$ cat src/rtl/pipe_hazard_ctrl_pkg.sv
// Shared types and constants for the pipeline hazard controller.
package pipe_hazard_ctrl_pkg;

   localparam int unsigned REG_AW = 5;

   localparam logic [1:0] FWD_RF  = 2'b00;
   localparam logic [1:0] FWD_WB  = 2'b01;
   localparam logic [1:0] FWD_MEM = 2'b10;

   typedef enum logic [1:0] {
      CTRL_IDLE     = 2'd0,
      CTRL_MC_BUSY  = 2'd1,
      CTRL_MEM_WAIT = 2'd2
   } ctrl_state_e;

   // Per-cycle stall/flush bundle, one bit per pipeline register
   typedef struct packed {
      logic stall_f;
      logic stall_d;
      logic stall_e;
      logic stall_m;
      logic flush_d;
      logic flush_ex;
      logic flush_m;
      logic flush_w;
   } pipe_ctrl_t;

   // Operand bypass select; the younger MEM result shadows WB
   function automatic logic [1:0] fwd_sel(
      input logic [REG_AW-1:0] rs,
      input logic [REG_AW-1:0] rd_m,
      input logic              we_m,
      input logic [REG_AW-1:0] rd_w,
      input logic              we_w
   );
      logic [1:0] sel;
      sel = FWD_RF;
      if (we_m && (rd_m != '0) && (rd_m == rs)) begin
         sel = FWD_MEM;
      end else if (we_w && (rd_w != '0) && (rd_w == rs)) begin
         sel = FWD_WB;
      end
      return sel;
   endfunction

endpackage

$ cat src/rtl/pipe_hazard_ctrl_fwd_unit.sv
// EX-stage operand forwarding selects for both source operands.
module fwd_unit
   import pipe_hazard_ctrl_pkg::*;
(
   input  logic [REG_AW-1:0] rs1_addr_i,
   input  logic [REG_AW-1:0] rs2_addr_i,
   input  logic [REG_AW-1:0] rd_addr_m_i,
   input  logic              reg_we_m_i,
   input  logic [REG_AW-1:0] rd_addr_w_i,
   input  logic              reg_we_w_i,
   output logic [1:0]        fwd_a_sel_o,
   output logic [1:0]        fwd_b_sel_o
);

   assign fwd_a_sel_o = fwd_sel(rs1_addr_i, rd_addr_m_i, reg_we_m_i, rd_addr_w_i, reg_we_w_i);
   assign fwd_b_sel_o = fwd_sel(rs2_addr_i, rd_addr_m_i, reg_we_m_i, rd_addr_w_i, reg_we_w_i);

endmodule

$ cat src/rtl/pipe_hazard_ctrl.sv
// Central 5-stage pipeline controller: stalls/flushes, forwarding, multi-cycle
// and memory-wait sequencing, stall-cycle counter.
module pipe_hazard_ctrl
   import pipe_hazard_ctrl_pkg::*;
#(
   parameter int unsigned MC_TIMEOUT = 64,
   parameter int unsigned CNT_W      = 32
) (
   input  logic              clk_i,
   input  logic              rst_i,
   input  logic [REG_AW-1:0] rs1_addr_d,
   input  logic [REG_AW-1:0] rs2_addr_d,
   input  logic [REG_AW-1:0] rs1_addr_e,
   input  logic [REG_AW-1:0] rs2_addr_e,
   input  logic [REG_AW-1:0] rd_addr_e,
   input  logic [REG_AW-1:0] rd_addr_m,
   input  logic [REG_AW-1:0] rd_addr_w,
   input  logic              reg_we_e,
   input  logic              reg_we_m,
   input  logic              reg_we_w,
   input  logic              is_load_e,
   input  logic              branch_taken_e,
   input  logic              mc_op_e,
   input  logic              mc_done_i,
   input  logic              mem_req_m,
   input  logic              mem_ack_i,
   output logic              stall_f,
   output logic              stall_d,
   output logic              stall_e,
   output logic              stall_m,
   output logic              flush_d,
   output logic              flush_ex,
   output logic              flush_m,
   output logic              flush_w,
   output logic [1:0]        fwd_a_sel,
   output logic [1:0]        fwd_b_sel,
   output logic              mc_start_o,
   output logic              mc_err_o,
   output logic [CNT_W-1:0]  stall_cnt_o
);

   localparam int unsigned TMO_W = $clog2(MC_TIMEOUT + 1);
   localparam logic [TMO_W-1:0] TMO_MAX = TMO_W'(MC_TIMEOUT);

   ctrl_state_e      state_q, state_d;
   logic [TMO_W-1:0] tmo_q, tmo_d;
   logic [CNT_W-1:0] cnt_q, cnt_d;
   logic             err_q, err_d;
   logic             pend_q, pend_d;
   logic             armed_q;

   pipe_ctrl_t ctrl;
   logic       mc_start;
   logic       mem_stall;
   logic       load_use;

   fwd_unit u_fwd (
      .rs1_addr_i  (rs1_addr_e),
      .rs2_addr_i  (rs2_addr_e),
      .rd_addr_m_i (rd_addr_m),
      .reg_we_m_i  (reg_we_m),
      .rd_addr_w_i (rd_addr_w),
      .reg_we_w_i  (reg_we_w),
      .fwd_a_sel_o (fwd_a_sel),
      .fwd_b_sel_o (fwd_b_sel)
   );

   // Memory wait covers both the cycle the miss is seen and every un-acked wait cycle
   assign mem_stall = (state_q == CTRL_MEM_WAIT) ? ~mem_ack_i : (mem_req_m & ~mem_ack_i);

   assign load_use = is_load_e & reg_we_e & (rd_addr_e != '0) &
                     ((rd_addr_e == rs1_addr_d) | (rd_addr_e == rs2_addr_d));

   // Next-state and per-cycle control; nothing moves until the first edge after reset
   always_comb begin
      state_d  = state_q;
      tmo_d    = tmo_q;
      err_d    = err_q;
      pend_d   = pend_q;
      ctrl     = '0;
      mc_start = 1'b0;

      if (armed_q) begin
         if (mem_stall) begin
            ctrl.stall_f = 1'b1;
            ctrl.stall_d = 1'b1;
            ctrl.stall_e = 1'b1;
            ctrl.stall_m = 1'b1;
            ctrl.flush_w = 1'b1;
            if (state_q != CTRL_MEM_WAIT) begin
               state_d = CTRL_MEM_WAIT;
               pend_d  = (state_q == CTRL_MC_BUSY);
            end
         end else begin
            unique case (state_q)
               CTRL_IDLE: begin
                  if (branch_taken_e) begin
                     ctrl.flush_d  = 1'b1;
                     ctrl.flush_ex = 1'b1;
                  end else if (mc_op_e) begin
                     mc_start = 1'b1;
                     state_d  = CTRL_MC_BUSY;
                     tmo_d    = '0;
                  end else if (load_use) begin
                     ctrl.stall_f  = 1'b1;
                     ctrl.stall_d  = 1'b1;
                     ctrl.flush_ex = 1'b1;
                  end
               end
               CTRL_MC_BUSY: begin
                  if (mc_done_i) begin
                     state_d = CTRL_IDLE;
                     tmo_d   = '0;
                  end else begin
                     ctrl.stall_f = 1'b1;
                     ctrl.stall_d = 1'b1;
                     ctrl.stall_e = 1'b1;
                     ctrl.flush_m = 1'b1;
                     if (tmo_q != TMO_MAX) begin
                        tmo_d = tmo_q + TMO_W'(1);
                     end
                     err_d = err_q | (tmo_d == TMO_MAX);
                  end
               end
               CTRL_MEM_WAIT: begin
                  // Ack cycle: MEM moves on, but a pending multi-cycle op still holds EX
                  pend_d = 1'b0;
                  if (pend_q) begin
                     ctrl.stall_f = 1'b1;
                     ctrl.stall_d = 1'b1;
                     ctrl.stall_e = 1'b1;
                     ctrl.flush_m = 1'b1;
                     state_d      = CTRL_MC_BUSY;
                  end else begin
                     state_d = CTRL_IDLE;
                  end
               end
               default: state_d = CTRL_IDLE;
            endcase
         end
      end

      cnt_d = cnt_q;
      if (ctrl.stall_f && (cnt_q != '1)) begin
         cnt_d = cnt_q + CNT_W'(1);
      end
   end

   always_ff @(posedge clk_i or negedge rst_i) begin
      if (!rst_i) begin
         state_q <= CTRL_IDLE;
         tmo_q   <= '0;
         err_q   <= 1'b0;
         pend_q  <= 1'b0;
         cnt_q   <= '0;
         armed_q <= 1'b0;
      end else begin
         state_q <= state_d;
         tmo_q   <= tmo_d;
         err_q   <= err_d;
         pend_q  <= pend_d;
         cnt_q   <= cnt_d;
         armed_q <= 1'b1;
      end
   end

   assign stall_f     = ctrl.stall_f;
   assign stall_d     = ctrl.stall_d;
   assign stall_e     = ctrl.stall_e;
   assign stall_m     = ctrl.stall_m;
   assign flush_d     = ctrl.flush_d;
   assign flush_ex    = ctrl.flush_ex;
   assign flush_m     = ctrl.flush_m;
   assign flush_w     = ctrl.flush_w;
   assign mc_start_o  = mc_start;
   assign mc_err_o    = err_q;
   assign stall_cnt_o = cnt_q;

endmodule

$ cat config.mk
export PLATFORM = sky130hd
export DESIGN_NAME = pipe_hazard_ctrl
export DESIGN_NICKNAME = d
export VERILOG_FILES = /design/src/rtl/pipe_hazard_ctrl_pkg.sv /design/src/rtl/pipe_hazard_ctrl_fwd_unit.sv /design/src/rtl/pipe_hazard_ctrl.sv
export SDC_FILE = /design/constraint.sdc
export NUM_CORES = 1
export LEC_CHECK = 0
export BUFFER_PORTS_ARGS = -buffer_cell sky130_fd_sc_hd__buf_4
export CAP_MARGIN = 20
export CORE_UTILIZATION = 40
export CTS_BUF_LIST = sky130_fd_sc_hd__clkbuf_2 sky130_fd_sc_hd__clkbuf_4 sky130_fd_sc_hd__clkbuf_8
export CTS_CLUSTER_DIAMETER = 120
export DETAILED_ROUTE_END_ITERATION = 10
export PLACE_DENSITY = 0.65
export SETUP_SLACK_MARGIN = 0.2
export SYNTH_ARGS = -nofsm -noshare
export SYNTH_HDL_FRONTEND = slang
export SYNTH_SLANG_ARGS = --single-unit
$ cat constraint.sdc
create_clock -name clk_i -period 2.8 [get_ports clk_i]
set_input_delay 0.14 -clock clk_i [delete_from_list [all_inputs] [get_ports clk_i]]
set_output_delay 0.14 -clock clk_i [all_outputs]
set_load 0.01 [all_outputs]
Word level (Yosys, flattened, before mapping):

Index checks and enable logic that the tools add are counted.
W data, S select, Z words.

* add/subtract/negate cells: 2
* multiply operators: 0
* div/mod/pow operators: 0
* order comparisons: 0
* equality and inequality tests: 18
* shifts and indexed selects: 0
* multiplexer cells: 48
* bitwise logic cells: 9
* reduce and logical (&&, ||, !) cells: 17

Operators by type and width (number)
* $mux W7: 8
* $add A32 B1 Y32 const B: 1
* $ne A32 B32 Y1 const B: 1
* $eq A5 B5 Y1: 6
* $mux W2: 11
* $mux W1: 19
* $reduce_bool A5 Y1: 3
* $pmux W7 S2: 1
* $mux W3: 4
* $pmux W2 S3: 2
* $reduce_and A5 Y1: 2
* $ne A3 B3 Y1 const B: 3
* $mux W8: 1
* $add A7 B1 Y7 const B: 1
* $eq A7 B7 Y1 const B: 1
* $logic_and A1 B1 Y1: 7
* $ne A7 B7 Y1 const B: 1
* $ne A2 B2 Y1 const B: 3
* $and A1 B1 Y1: 4
* $pmux W1 S2: 2
* $reduce_and A4 Y1: 1
* $reduce_bool A2 Y1: 2
* $not A1 Y1: 3
* $reduce_and A3 Y1: 1
* other kinds (5): 6

* bits in registers: 44
* latch bits: 0
* bits in writable memories: 0
* memory bits (read-only): 0
* bits of input ports: 46
* output and inout bits: 46
* logic and storage cells: 100
* memories kept: 0

Longest topological paths before layout:

Gate-level depths: netlist (run 1).

* depth after elaboration: 10
* mapped depth: 11
* mapped depth without buffers: 9

Hierarchy:

A second synthesis (run 1) with hierarchy kept.

* cells, all modules: 303
* area total of the unflattened synthesis: 2803.9 sq um

Modules (own cells, without submodules)
* pipe_hazard_ctrl: instances 1, cells an instance 269, area each 2546.2 sq um, seq. area each 1101.1 sq um
* fwd_unit: instances 1, cells an instance 34, area each 257.7 sq um, seq. area each 0.0 sq um

Worst setup path before layout (run 1):

OpenSTA, ideal clock, no wires.

* path kind: flip-flop to flip-flop
* start: register state_q[0]
* end: register cnt_q[20], in the netlist stall_cnt_o[20]
* setup time: 0.079 ns
* arrival: 2.121 ns
* required time: 2.721 ns
* path slack: 0.600 ns
* cell stages (with the launch flop): 11
* buffers on the path: 1
* clock period less this slack: 2.200 ns
* path through: dfrtp_1 -> inv_1 -> ha_1 -> o21bai_2 -> nor2_2 -> a31o_2 -> a31oi_2 -> or3_1 -> buf_6 -> nor4b_4 -> xor2_1

* word-level cells in the longest chain between the ends: 5
* elaborated cells on any way between the ends: 8
* those cells by class: 2 x eq/ne; 4 x mux; 2 x reduce/logical

RTL lines
* from (decl): RTL line pipe_hazard_ctrl.sv:45 `ctrl_state_e state_q, state_d;`
* from (signal assigned): RTL line pipe_hazard_ctrl.sv:158 `state_q <= state_d;`
* $eq A2 B2 Y1, or another cell as far along: RTL line pipe_hazard_ctrl.sv:69, pipe_hazard_ctrl.sv:95
* $pmux W2 S3 or $mux W1 (tied branches): RTL line pipe_hazard_ctrl.sv:95, pipe_hazard_ctrl.sv:69
* $mux W3 *: RTL line pipe_hazard_ctrl.sv:84 `if (mem_stall) begin`
* $mux W8 *: RTL line pipe_hazard_ctrl.sv:83 `if (armed_q) begin`
* $logic_and A1 B1 Y1 *: RTL line pipe_hazard_ctrl.sv:144 `if (ctrl.stall_f && (cnt_q != '1)) begin`
* to (signal assigned): RTL line pipe_hazard_ctrl.sv:162 `cnt_q <= cnt_d;`
* to (decl): RTL line pipe_hazard_ctrl.sv:47 `logic [CNT_W-1:0] cnt_q, cnt_d;`

Mark *: on every way between the ends. The rest lies on a longest branch, timed or not.
A chain may end at the register's enable or synchronous reset.

Worst setup path in the final report (run 1):

* start: register state_q[0]
* end: register cnt_q[17], in the netlist stall_cnt_o[17]

The elaborated chain is that of the path after synthesis.

==> impl_results.md, run 1 <==
- Status: complete, no violations
- Diode count: 0
- Post-DRT Antenna Nets: 0
- Setup WS post-layout: 0.449 ns
- IO Pins: 92
- Final cell count without fillers: 508
- RR Startpoint: state_q[0]
- Worst Path Class, Setup: register to register
- Vias post-DR: 2606
- Setup-failing EPs final: 0
- Initial Util: 42.4%
- CTS Buffer Depth: 2
- Syn avg cell area: 9.25 um^2
- First-pass GRT wire length: 11400 um
- Tightest Hold Check Type: input pin to register
- Worst setup SP type: register
- Tightest Pin Transition: 0.576 ns
- Placement Setup Slack: 0.353 ns
- Post-synth top area cell: dfrtp_1
- # H-tree levels: 2
- P_int: 1.26 mW
- Clock Power Share: 21.8%
- Fmax: 0.425 GHz
- CTS buffer count: 5
- PortBufs: 91
- Total die area: 7700 um^2
- Die Wd: 87.8 um
- Synth cell types: 54
- Setup TNS: 0 ns
- Worst Skew: 0.0104 ns
- Top cells by area, synth: dfrtp_1, xor2_1, xnor2_1, nand2_1, nand3_1
- Cell with the most instances after synthesis: dfrtp_1
- Top-area cell type share of the netlist area: 37.4%
- CP Data Required Time: 3.03 ns
- # placed instances: 499
- Overall global routing resource usage: 19.0%
- Sink Count: 44
- Residual DRC count: 0
- Rows: 30
- Worst rel slew slack: 61.6%
- Synth Flop Type: dfrtp_1
- Max-Cap Viols: 0
- EDFF count, synth: 0
- #FFs+latches synth: 44
- CTS tree: built
- Core area: 6940 um^2
- Vias/cell: 5.13
- Lkg Pwr: 1.75 nW
- Per-cell routed wire length: 13.4 um
- CP Cell Sequence: inv_1, ha_1, o21bai_2, nor2_2, a31o_2, a31oi_2, or2_1, buf_4, nor4_1, xor2_1
- Final HPWL DP: 5240 um
- Switching share of power: 36.3%
- Clk_lat worst skew: 0.30 ns
- Layout Utilization: 54.9%
- Final Max Slew Viols: 0
- Critical path endpoint category: register
- Slowest stage delay, CP: 0.41 ns
- Seq pwr share: 42.7%
- Initial antenna violation count: 0
- Minimum clock period: 2.35 ns
- Share of layout cells above drive strength 1: 30.1%
- Final Hold Viols: 0
- DR iter-0 viols: 86
- Worst IR Drop VDD: 0.234 mV
- Commonest cells post-synth: dfrtp_1, xor2_1, nand2_1
- Synth Net Count: 371
- Vias in the first global route: 2448
- Switching power: 0.720 mW
- Cell area after synthesis: 2940 um^2
- 1st-pass router iterations: 4
- DRT Wirelength: 6830 um
- Hold path startpoint: mem_ack_i
- Clk slew on worst S/H paths: 0.09 ns
- Synth Instances: 318
- Area growth syn-to-layout: 29.6%
- RSZ-0062 raised after global routing: false
- PwrDens: 520 nW/um^2
- CP Max Fanout: 8
- Clock root buffer: clkbuf_8
- Setup crit start: state_q[0]
- Crit-path slowest cell: dfrtp_1
- Synth async-reset ratio: 100%
- GRT overflow: 0
- Final period util: 83.9%
- Comb pwr share: 35.5%
- Die Y: 87.8 um
- Post-synthesis sequential area ratio: 37.4%
- Gpl congestion: 0.871
- Layout Nets: 464
- Warnings from Yosys: 0
- Largest net degree at the start of global routing: 45
- Crit path arrival time: 2.58 ns
## layout make-up
class / count / area [um^2]
well taps: 96 / 120
inverters: 13 / 48.8
clock inverters: 1 / 7.51
clock buffers: 7 / 90.1
flip-flops and latches: 44 / 1100
repair buffers: 95 / 716
fillers: 654 / 3130
multi-input cells: 252 / 1730
## per-stage QoR
step                area (um^2)  total power [mW]  hold slack [ns]
floorplan                  2940              1.27           -0.156
CTS                        3810              2.00           0.0885
global placement           3700              1.55            0.178
global route               3810              2.14           0.0991
detailed placement         3700              1.56            0.182
finish                     3810              1.98           0.0983
## worst paths after layout
kind	end	slack, ns	cells past startpoint
min in group asynchronous	stall_cnt_o[13]	0.38	2
setup / recovery	stall_cnt_o[17]	0.45	10
max in group asynchronous	stall_cnt_o[28]	2.03	2
hold reg to reg	mc_err_o	0.49	1
setup reg to reg	stall_cnt_o[17]	0.45	10
hold / removal	state_q[1]	0.1	2
## flip-flops by register name, summed over array words and instances, names as in the netlist
| register | flops |
|---|---|
| armed_q | 1 |
| mc_err_o | 1 |
| state_q | 2 |
| stall_cnt_o | 32 |
| pend_q | 1 |
| tmo_q | 7 |
## layout by cell type, fill, tap and decap left out, types with 2 or more instances in the layout
| cell | synthesis | routed |
|---|---|---|
| o21ai_0 | 13 | 13 |
| or4_1 | 5 | 5 |
| xor2_1 | 41 | 41 |
| ha_1 | 7 | 7 |
| or3_4 | 1 | 2 |
| buf_4 | 2 | 94 |
| nor3_1 | 11 | 11 |
| a21o_1 | 2 | 2 |
| nor3_2 | 8 | 8 |
| o41ai_1 | 2 | 2 |
| xnor2_1 | 23 | 23 |
| a31o_2 | 2 | 2 |
| nor4_1 | 10 | 10 |
| a21oi_1 | 6 | 6 |
| clkbuf_8 | 0 | 6 |
| and3_1 | 4 | 4 |
| inv_1 | 13 | 13 |
| nor2_1 | 21 | 21 |
| nor2b_1 | 2 | 2 |
| nand2_1 | 33 | 33 |
| nand4_1 | 9 | 9 |
| nand3_1 | 22 | 22 |
| a31oi_1 | 2 | 2 |
| dfrtp_1 | 44 | 44 |
| nand2b_1 | 3 | 3 |
## cells by family (layout without fill, tap and decap cells)
logic type | Yosys count | in the layout | share of synthesized area [%]
adder cells (fa/ha/maj) | 7 | 7 | 2.98
buffers and inverters | 22 | 116 | 4.00
XOR/XNOR | 64 | 64 | 19.1
other | 1 | 1 | 0.127
multiplexers | 1 | 1 | 0.340
AO/OA/AOI/OAI | 37 | 37 | 8.51
flip-flops | 44 | 44 | 37.4
AND/OR/NAND/NOR | 142 | 142 | 27.6
## power by group through the flow
stage               clock (mW)  combinational (mW)  sequential [mW]
floorplan                    0               0.420            0.854
finish                   0.433               0.703            0.846
global route             0.476               0.793            0.868
global placement             0               0.697            0.856
CTS                      0.447               0.708            0.847
detailed placement           0               0.704            0.859
## metal layers
layer | share of wire, % | wire length (um) | global-route usage [%] | vias to the layer above
met4 | 1.0 | 68 | 4.47 | 0
met1 | 46 | 3170 | 25.0 | 1213
met2 | 47 | 3200 | 31.8 | 92
li1 | - | - | - | 1295
met5 | 0 | 0 | 0 | -
met3 | 5.8 | 393 | 3.96 | 6
## timing repair
item                       in CTS  in global routing
hold buffers                    1                  0
buffers inserted                0                  0
gates resized for setup         0                  1
hold endpoints to repair       44                  0
setup endpoints to repair       0                  8
## critical path: cells and delay by family, from the launching register on
kind | cells | cell delay, ns
AO/OA/AOI/OAI | 3 | 0.33
XOR/XNOR | 1 | 0.17
adder cells (fa/ha/maj) | 1 | 0.32
buffers and inverters | 2 | 0.26
flip-flops | 1 | 0.41
AND/OR/NAND/NOR | 3 | 0.78
No activity file was read; power rests on OpenSTA's default activity.
==> inputs of run 2 (changes only) <==
==> constraint.sdc (replaced) <==
create_clock -name clk_i -period 2.4 [get_ports clk_i]
set_input_delay 0.12 -clock clk_i [delete_from_list [all_inputs] [get_ports clk_i]]
set_output_delay 0.12 -clock clk_i [all_outputs]
set_load 0.01 [all_outputs]
==> impl_results.md, run 2 (synthesis results as in run 1) <==
- Min Hold Slack: 0.0751 ns
- Tightest Pin Transition: 0.570 ns
- Setup WS post-layout: 0.207 ns
- Final Max Slew Viols: 0
- IO Pins: 92
- Commonest cells after routing, fill and taps aside: buf_4, xor2_1, dfrtp_1, nand2_1, xnor2_1
- Lkg Pwr: 1.86 nW
- # placed instances: 508
- Rows: 30
- Sink Count: 44
- Worst setup SP type: register
- Final HPWL DP: 5590 um
- DRT Wirelength: 7650 um
- Commonest non-fill, non-tap cell in the layout: buf_4
- Setup TNS: 0 ns
- CTS Buffer Depth: 2
- PwrDens: 646 nW/um^2
- Crit path arrival time: 2.43 ns
- PortBufs: 91
- Overall global routing resource usage: 19.7%
- Largest net degree at the start of global routing: 45
- First-pass GRT wire length: 11800 um
- Die Y: 87.8 um
- Initial Util: 42.4%
- Vias post-DR: 2679
- Clk slew on worst S/H paths: 0.09 ns
- Minimum clock period: 2.19 ns
- Hold Crit Depth: 2
- Initial antenna violation count: 0
- Fmax: 0.456 GHz
- Worst Skew: 0.0112 ns
- Post-DRT Antenna Nets: 0
- Tightest Hold Check Type: input pin to register
- Die Wd: 87.8 um
- Register-to-Register Path Depth: 10
- Total die area: 7700 um^2
- CTS buffer count: 5
- CP Data Required Time: 2.64 ns
- Vias in the first global route: 2640
- Layout Nets: 480
- Worst rel slew slack: 62.0%
- Worst Path Class, Setup: register to register
- Final period util: 91.4%
- Per-cell routed wire length: 14.6 um
- Final Hold Viols: 0
- Max reg flops: 32
- RSZ-0062 raised after global routing: true
- GRT overflow: 0
- Vias/cell: 5.11
- CP Max Fanout: 5
- Placement Setup Slack: 0.00451 ns
- Critical path endpoint category: register
- Status: complete, no violations
- # H-tree levels: 2
- Area growth syn-to-layout: 39.4%
- Clk_lat worst skew: 0.31 ns
- Share of layout cells above drive strength 1: 36.7%
- Clock root buffer: clkbuf_8
- DR iter-0 viols: 71
- Worst IR Drop VDD: 0.242 mV
- 1st-pass router iterations: 4
- Gpl congestion: 0.910
- Max-Cap Viols: 0
- Residual DRC count: 0
- Diode count: 0
- Setup-failing EPs final: 0
- Final cell count without fillers: 524
- Core area: 6940 um^2
- CTS tree: built
-- run 2: changes by cell type in the layout (fill, tap and decap cells not counted), sizes merged --
cell,previous run,this run
clkinvlp,1,0
bufinv,0,1
buf,94,110
clkinv,0,1
clkbuf,7,6
-- run 2: area by class of cell --
cell class,instances,area (um^2)
clock buffers,6,82.6
clock inverters,2,38.8
fillers,637,2840
inverters,13,51.3
multi-input cells,252,1850
flip-flops and latches,44,1100
well taps,96,120
repair buffers,111,852
-- run 2: metrics by stage --
step                      total power, mW  cell area, um^2  utilization, %
after global placement               1.85             3770            54.2
after CTS                            2.51             3940            56.8
final                                2.65             4100            59.0
after floorplan                      1.49             2940               -
after global routing                 2.80             4100            59.0
after detailed placement             1.87             3770            54.2
-- run 2: final timing paths --
kind / endpoint / slack (ns) / start
max reg2reg: stall_cnt_o[16] / 0.21 / state_q[1]
max: stall_cnt_o[16] / 0.21 / state_q[1]
min in group asynchronous: tmo_q[0] / 0.34 / rst_i
max in group asynchronous: state_q[0] / 1.61 / rst_i
min reg2reg: mc_err_o / 0.48 / mc_err_o
min: state_q[1] / 0.08 / mem_ack_i
-- run 2: routing by layer --
metal  vias up  global-route usage [%]  part of all wire, %
met5         -                       0                    0
met4         0                    9.24                  2.1
met3        12                    3.68                  5.1
met2        87                    32.8                   49
met1      1255                    24.7                   44
li1       1325                       -                    -
-- run 2: what timing repair did --
action / CTS / global route
setup buffers: 1 / 6
pin swaps: 0 / 9
endpoints found under the setup margin: 16 / 27
hold buffers: 1 / 0
cloned: 0 / 0
gates resized for setup: 6 / 22
hold endpoints to repair: 44 / 0
-- run 2: critical path: stages, from the launching register on --
cell	delay [ns]
dfrtp_1	0.41
inv_2	0.10
ha_4	0.14
nor2b_4	0.16
a21o_1	0.14
a31o_2	0.19
a31oi_4	0.05
or3_4	0.45
buf_12	0.16
nor3_2	0.18
xor2_1	0.16
-- run 2: power breakdown --
group | total, mW | internal, mW | switching (mW) | leakage, nW
clock | 0.615 | 0.341 | 0.274 | 0.0614
sequential | 1.01 | 0.847 | 0.159 | 0.569
combinational | 1.03 | 0.505 | 0.525 | 1.23
